**src/rtl/mem_arbiter_if.sv**
```systemverilog
// Bus bundle between the two requesters, the memory arbiter and the single-port memory.
// Handshake: a requester drives req with we/addr/wdata/lock and holds them stable until it
// sees gnt in the same cycle; a granted read returns rvalid (with rdata) exactly one cycle later.
interface mem_arbiter_if #(
    parameter int ADDR_WIDTH = 6,
    parameter int DATA_WIDTH = 16
);
    logic                  req0;
    logic                  req1;
    logic                  we0;
    logic                  we1;
    logic [ADDR_WIDTH-1:0] addr0;
    logic [ADDR_WIDTH-1:0] addr1;
    logic [DATA_WIDTH-1:0] wdata0;
    logic [DATA_WIDTH-1:0] wdata1;
    logic                  lock0;
    logic                  lock1;
    logic                  gnt0;
    logic                  gnt1;
    logic                  rvalid0;
    logic                  rvalid1;
    logic [DATA_WIDTH-1:0] rdata0;
    logic [DATA_WIDTH-1:0] rdata1;
    logic                  mem_we;
    logic [ADDR_WIDTH-1:0] mem_addr;
    logic [DATA_WIDTH-1:0] mem_data;
    logic [DATA_WIDTH-1:0] mem_out;

    // Arbiter side.
    modport slave (
        input  req0, req1, we0, we1, addr0, addr1, wdata0, wdata1, lock0, lock1, mem_out,
        output gnt0, gnt1, rvalid0, rvalid1, rdata0, rdata1, mem_we, mem_addr, mem_data
    );

    // Requesters plus memory side.
    modport master (
        output req0, req1, we0, we1, addr0, addr1, wdata0, wdata1, lock0, lock1, mem_out,
        input  gnt0, gnt1, rvalid0, rvalid1, rdata0, rdata1, mem_we, mem_addr, mem_data
    );
endinterface

```
**src/rtl/mem_arbiter.sv**
```systemverilog
// Two-port arbiter for a single-port synchronous memory: round-robin on contention,
// optional locked bursts per port, registered read-valid one cycle after a read grant.
module mem_arbiter #(
    parameter int ADDR_WIDTH = 6,
    parameter int DATA_WIDTH = 16
) (
    input  logic             clk,
    input  logic             rst,
    mem_arbiter_if.slave     bus,
    output logic [1:0]       dbg_state
);

    typedef enum logic [1:0] {
        ARB   = 2'd0,
        LOCK0 = 2'd1,
        LOCK1 = 2'd2
    } state_t;

    state_t                state_q;
    state_t                state_d;
    logic                  last_q;
    logic                  last_d;
    logic                  gnt0;
    logic                  gnt1;
    logic                  rv0_q;
    logic                  rv1_q;
    logic                  mem_we_c;
    logic [ADDR_WIDTH-1:0] mem_addr_c;
    logic [DATA_WIDTH-1:0] mem_data_c;

    // Grant and next-state decode; last_q names the port granted most recently.
    always_comb begin
        gnt0    = 1'b0;
        gnt1    = 1'b0;
        state_d = state_q;
        last_d  = last_q;
        if (!rst) begin
            unique case (state_q)
                ARB: begin
                    if (bus.req0 && bus.req1) begin
                        gnt0 = last_q;
                        gnt1 = !last_q;
                    end else begin
                        gnt0 = bus.req0;
                        gnt1 = bus.req1;
                    end
                    if (gnt0 && bus.lock0) begin
                        state_d = LOCK0;
                    end else if (gnt1 && bus.lock1) begin
                        state_d = LOCK1;
                    end
                end
                LOCK0: begin
                    gnt0 = bus.req0;
                    if (!bus.lock0) begin
                        state_d = ARB;
                    end
                end
                LOCK1: begin
                    gnt1 = bus.req1;
                    if (!bus.lock1) begin
                        state_d = ARB;
                    end
                end
                default: state_d = ARB;
            endcase
            if (gnt0) begin
                last_d = 1'b0;
            end else if (gnt1) begin
                last_d = 1'b1;
            end
        end
    end

    always_comb begin
        mem_we_c   = 1'b0;
        mem_addr_c = '0;
        mem_data_c = '0;
        if (gnt0) begin
            mem_we_c   = bus.we0;
            mem_addr_c = bus.addr0;
            mem_data_c = bus.wdata0;
        end else if (gnt1) begin
            mem_we_c   = bus.we1;
            mem_addr_c = bus.addr1;
            mem_data_c = bus.wdata1;
        end
    end

    always_ff @(posedge clk) begin
        if (rst) begin
            state_q <= ARB;
            last_q  <= 1'b1;
            rv0_q   <= 1'b0;
            rv1_q   <= 1'b0;
        end else begin
            state_q <= state_d;
            last_q  <= last_d;
            rv0_q   <= gnt0 & ~bus.we0;
            rv1_q   <= gnt1 & ~bus.we1;
        end
    end

    assign bus.gnt0     = gnt0;
    assign bus.gnt1     = gnt1;
    assign bus.mem_we   = mem_we_c;
    assign bus.mem_addr = mem_addr_c;
    assign bus.mem_data = mem_data_c;
    // A read granted just before rst rose must not surface while rst is high.
    assign bus.rvalid0  = rv0_q & ~rst;
    assign bus.rvalid1  = rv1_q & ~rst;
    assign bus.rdata0   = bus.mem_out;
    assign bus.rdata1   = bus.mem_out;
    assign dbg_state    = state_q;

endmodule

```
**src/flat_wrapper.sv**
```systemverilog
// flat-port wrapper written by rule: the top's interface ports become plain ports
module mem_arbiter_flat 
#(
    parameter int ADDR_WIDTH = 6,
    parameter int DATA_WIDTH = 16
)
  (clk, rst, dbg_state, bus_req0, bus_req1, bus_we0, bus_we1, bus_addr0, bus_addr1, bus_wdata0, bus_wdata1, bus_lock0, bus_lock1, bus_mem_out, bus_gnt0, bus_gnt1, bus_rvalid0, bus_rvalid1, bus_rdata0, bus_rdata1, bus_mem_we, bus_mem_addr, bus_mem_data);
  mem_arbiter_if #(.ADDR_WIDTH(ADDR_WIDTH), .DATA_WIDTH(DATA_WIDTH)) bus_i ();
  input  logic clk;
  input  logic rst;
  output logic [1:0] dbg_state;
  input wire logic [$bits(bus_i.req0)-1:0] bus_req0;
  input wire logic [$bits(bus_i.req1)-1:0] bus_req1;
  input wire logic [$bits(bus_i.we0)-1:0] bus_we0;
  input wire logic [$bits(bus_i.we1)-1:0] bus_we1;
  input wire logic [$bits(bus_i.addr0)-1:0] bus_addr0;
  input wire logic [$bits(bus_i.addr1)-1:0] bus_addr1;
  input wire logic [$bits(bus_i.wdata0)-1:0] bus_wdata0;
  input wire logic [$bits(bus_i.wdata1)-1:0] bus_wdata1;
  input wire logic [$bits(bus_i.lock0)-1:0] bus_lock0;
  input wire logic [$bits(bus_i.lock1)-1:0] bus_lock1;
  input wire logic [$bits(bus_i.mem_out)-1:0] bus_mem_out;
  output wire logic [$bits(bus_i.gnt0)-1:0] bus_gnt0;
  output wire logic [$bits(bus_i.gnt1)-1:0] bus_gnt1;
  output wire logic [$bits(bus_i.rvalid0)-1:0] bus_rvalid0;
  output wire logic [$bits(bus_i.rvalid1)-1:0] bus_rvalid1;
  output wire logic [$bits(bus_i.rdata0)-1:0] bus_rdata0;
  output wire logic [$bits(bus_i.rdata1)-1:0] bus_rdata1;
  output wire logic [$bits(bus_i.mem_we)-1:0] bus_mem_we;
  output wire logic [$bits(bus_i.mem_addr)-1:0] bus_mem_addr;
  output wire logic [$bits(bus_i.mem_data)-1:0] bus_mem_data;
  assign bus_i.req0 = bus_req0;
  assign bus_i.req1 = bus_req1;
  assign bus_i.we0 = bus_we0;
  assign bus_i.we1 = bus_we1;
  assign bus_i.addr0 = bus_addr0;
  assign bus_i.addr1 = bus_addr1;
  assign bus_i.wdata0 = bus_wdata0;
  assign bus_i.wdata1 = bus_wdata1;
  assign bus_i.lock0 = bus_lock0;
  assign bus_i.lock1 = bus_lock1;
  assign bus_i.mem_out = bus_mem_out;
  assign bus_gnt0 = bus_i.gnt0;
  assign bus_gnt1 = bus_i.gnt1;
  assign bus_rvalid0 = bus_i.rvalid0;
  assign bus_rvalid1 = bus_i.rvalid1;
  assign bus_rdata0 = bus_i.rdata0;
  assign bus_rdata1 = bus_i.rdata1;
  assign bus_mem_we = bus_i.mem_we;
  assign bus_mem_addr = bus_i.mem_addr;
  assign bus_mem_data = bus_i.mem_data;
  mem_arbiter #(.ADDR_WIDTH(ADDR_WIDTH), .DATA_WIDTH(DATA_WIDTH)) u_core (.clk(clk), .rst(rst), .bus(bus_i), .dbg_state(dbg_state));
endmodule
```
**config.mk**
```make
export PLATFORM = sky130hd
export DESIGN_NAME = mem_arbiter_flat
export DESIGN_NICKNAME = d
export VERILOG_FILES = /design/src/rtl/mem_arbiter_if.sv /design/src/rtl/mem_arbiter.sv /design/src/flat_wrapper.sv
export SDC_FILE = /design/constraint.sdc
export NUM_CORES = 1
export LEC_CHECK = 0
export ABC_AREA = 0
export CAP_MARGIN = 20
export CORE_MARGIN = 2
export CORE_UTILIZATION = 19
export DETAILED_ROUTE_END_ITERATION = 10
export GPL_TIMING_DRIVEN = 0
export PLACE_DENSITY_LB_ADDON = 0.05
export SETUP_SLACK_MARGIN = 0.15
export SYNTH_ARGS = -nofsm -noshare
export SYNTH_HDL_FRONTEND = slang
export SYNTH_SLANG_ARGS = --single-unit
```
**constraint.sdc**
```tcl
create_clock -name clk -period 1.3 [get_ports clk]
set_clock_uncertainty 0.2 [all_clocks]
set_input_delay 0.13 -clock clk [delete_from_list [all_inputs] [get_ports clk]]
set_output_delay 0.13 -clock clk [all_outputs]
set_load 0.02 [all_outputs]
```
==> impl_metrics.tcl <==
set metrics [dict create \
    arrival_ns 1.57 \
    num_vias 1086 \
    netlist_instances 83 \
    gp_congestion 0.721 \
    antenna_cells 0 \
    grt_overflow_total 0 \
    maxCapViolations 0 \
    synth_top_cells_by_area "buf_4 (33%), a22o_1 (23%), dfxtp_1 (14%)" \
    routed.top_layer "met4" \
    seq_power_share 0.119 \
    critPathTopFamily "buffers and inverters" \
    avgRoutedWirePerCell_um 13.2 \
    power.switching_mw 0.443 \
    place_hpwl_mm 2.78 \
    violations "negative setup slack" \
    cts_sinks 5 \
    syn_area_um2 732 \
    die_w_um 66.1 \
    port_buffers 112 \
    wl_met1_mm 1.03 \
    drive_above_1_share 0.544 \
    status "complete, but fails checks" \
    cp-end-kind "output port" \
    via_per_inst 4.10 \
    fp.dieArea_um2 4360 \
    die_y_um 66.1 \
    cp.buffers_inverters 3 \
    p_sw_frac 0.315 \
    synthDistinctLibCells 17 \
    synth.top_cell.area_share 0.328 \
    clock_latency_ns 0.23 \
    worstMarginPinSlew_ns 0.247 \
    dr_wl_met3_um 470 \
    slew_violations 0 \
    fmax_ghz 0.526 \
    cts_tree "yes" \
    ir_drop_uv 238 \
    final_cell_area_um2 2440 \
    grt_antenna_before_repair 0 \
    postSynthAreaPerCell_um2 8.82 \
    track_usage 0.157 \
    htreeDepth 1 \
    combPwrFrac 0.672 \
    dp_cells 243 \
    final_cells 265 \
    ctsHoldBuffers 0 \
    ys_ff_latch 5 \
    leakagePower_nw 1.16 \
    required_ns 0.97 \
    finalCritPeriodShare 1.46 \
    internal_power_mw 0.962 \
    powerDensity_nw_per_um2 575 \
    antenna_left 0 \
    setup_slack_ns -0.600 \
    start_kind "flop" \
    first_pass_iters 2 \
    synth_largest_area_cell "buf_4" \
    grt_pass1_vias 1183 \
    cpPeakStageDelay_ns 0.33 \
    cts_buffers 3 \
    path_class "flop to output port" \
    ys_seq_area_frac 0.137 \
    drtIter0Drc 9 \
    final-setup-viol-count 27 \
    fin_crit_ns 1.90 \
    cts_buffer_depth 2 \
    grt_max_degree 10 \
    core_area_um2 3690 \
    clkTransAtPathRegs_ns 0.04 \
    placed_area_um2 2100 \
    path_cells "and3b_4 -> nor3_4 -> buf_6 -> buf_6 -> a22o_4 -> buf_6" \
    syn_to_final_growth_pct 234 \
    hold_path.class "input pin to flop" \
    rsz0062_at_grt "yes" \
    relSlewSlack 0.834 \
    syn_nets 151 \
    initial_core_util 0.198 \
    fp-row-count 22 \
    hold_viol 0 \
    totalWireLength_mm 3.51 \
    critPathMostFrequentCell "buf_6" \
    power.total_mw 1.41 \
    drc_errors 0 \
    grt_pass1_wl_mm 5.36 \
    worstPathMaxFanout 5 \
    io_pins 129 \
    wl_met2_mm 1.98 \
    p_clk_frac 0.209 \
    fin_nets 286 \
    ys_warn_count 0 \
    slowest_stage "dfxtp_4" \
    clock-root-buffer "clkbuf_8" \
]
## power groups by stage
stage,registers (mW),clock network (mW),logic (mW)
after floorplan,0.172,0,0.409
after global placement,0.170,0,0.815
after detailed placement,0.170,0,0.820
after CTS,0.167,0.303,0.927
after global routing,0.168,0.310,0.993
final,0.167,0.293,0.945
## cells by family (layout without fill, tap and decap cells)
logic type             Yosys count  after routing  share of synthesized area
AOI/OAI and AO/OA               27             27                      0.316
and+or+nand+nor                 14             14                      0.142
buffers and inverters           37            171                      0.405
DFF                              5              5                      0.137
## through the flow
| step | util | setup TNS, ns | setup WS [ns] | hold slack [ns] |
|---|---|---|---|---|
| after floorplan | - | -6.10 | -0.280 | -0.000562 |
| after global placement | 0.569 | -29.63 | -1.17 | 0.221 |
| after detailed placement | 0.569 | -29.66 | -1.16 | 0.232 |
| after CTS | 0.646 | -14.87 | -0.608 | 0.118 |
| after global routing | 0.663 | -15.87 | -0.636 | 0.144 |
| final | 0.663 | -14.77 | -0.600 | 0.118 |
## placed cells by master (no fill, tap or decap), drive strengths merged
cell type / n
a21oi: 3
a22o: 23
and2b: 2
and3b: 1
buf: 84
clkbuf: 4
clkdlybuf4s15: 1
clkdlybuf4s50: 78
dfxtp: 5
dlygate4sd2: 2
dlymetal6s2s: 2
nand2: 2
nand2b: 2
nor2: 3
nor2b: 1
nor3: 1
nor4: 1
nor4b: 1
o211a: 1
## per-layer routing
| layer | GRT usage | up-vias |
|---|---|---|
| met5 | 0 | - |
| met4 | 0.0459 | 0 |
| met3 | 0.0613 | 3 |
| met2 | 0.307 | 68 |
| met1 | 0.150 | 479 |
| li1 | - | 536 |
## cell usage after synthesis (all sizes together)
cell	n
a22o	23
and3b	1
nand2b	2
buf	37
o211a	1
nor2	3
nor4b	1
nand2	2
nor4	1
nor2b	1
dfxtp	5
and2b	2
a21oi	3
nor3	1
## final timing paths
check / from / to / slack [ns] / cells past startpoint
worst max-delay path: u_core.dbg_state[1] / bus_mem_addr[2] / -0.60 / 6
worst min-delay path: rst / u_core.dbg_state[1] / 0.12 / 2
worst max register to register: u_core.dbg_state[0] / u_core.rv0_q / -0.22 / 6
worst min register to register: u_core.dbg_state[0] / u_core.dbg_state[1] / 0.34 / 2
## layout make-up
type / count / area, um^2
sequential: 5 / 108
timing repair buffer: 130 / 1370
clock buffer: 4 / 45.0
multi-input combinational: 41 / 543
fill: 311 / 1240
buffer: 37 / 322
tap: 48 / 60.1
## repair_timing
item	CTS	global route
cloned	3	0
pin swaps	9	5
gates resized for setup	186	16
endpoints found under the setup margin	31	33
buffers inserted	14	1
## state kept, by name, summed over array words and instances, names as in the netlist
signal	count
u_core.dbg_state	2
u_core.last_q	1
u_core.rv0_q	1
u_core.rv1_q	1
No activity file was read; power rests on OpenSTA's default activity.
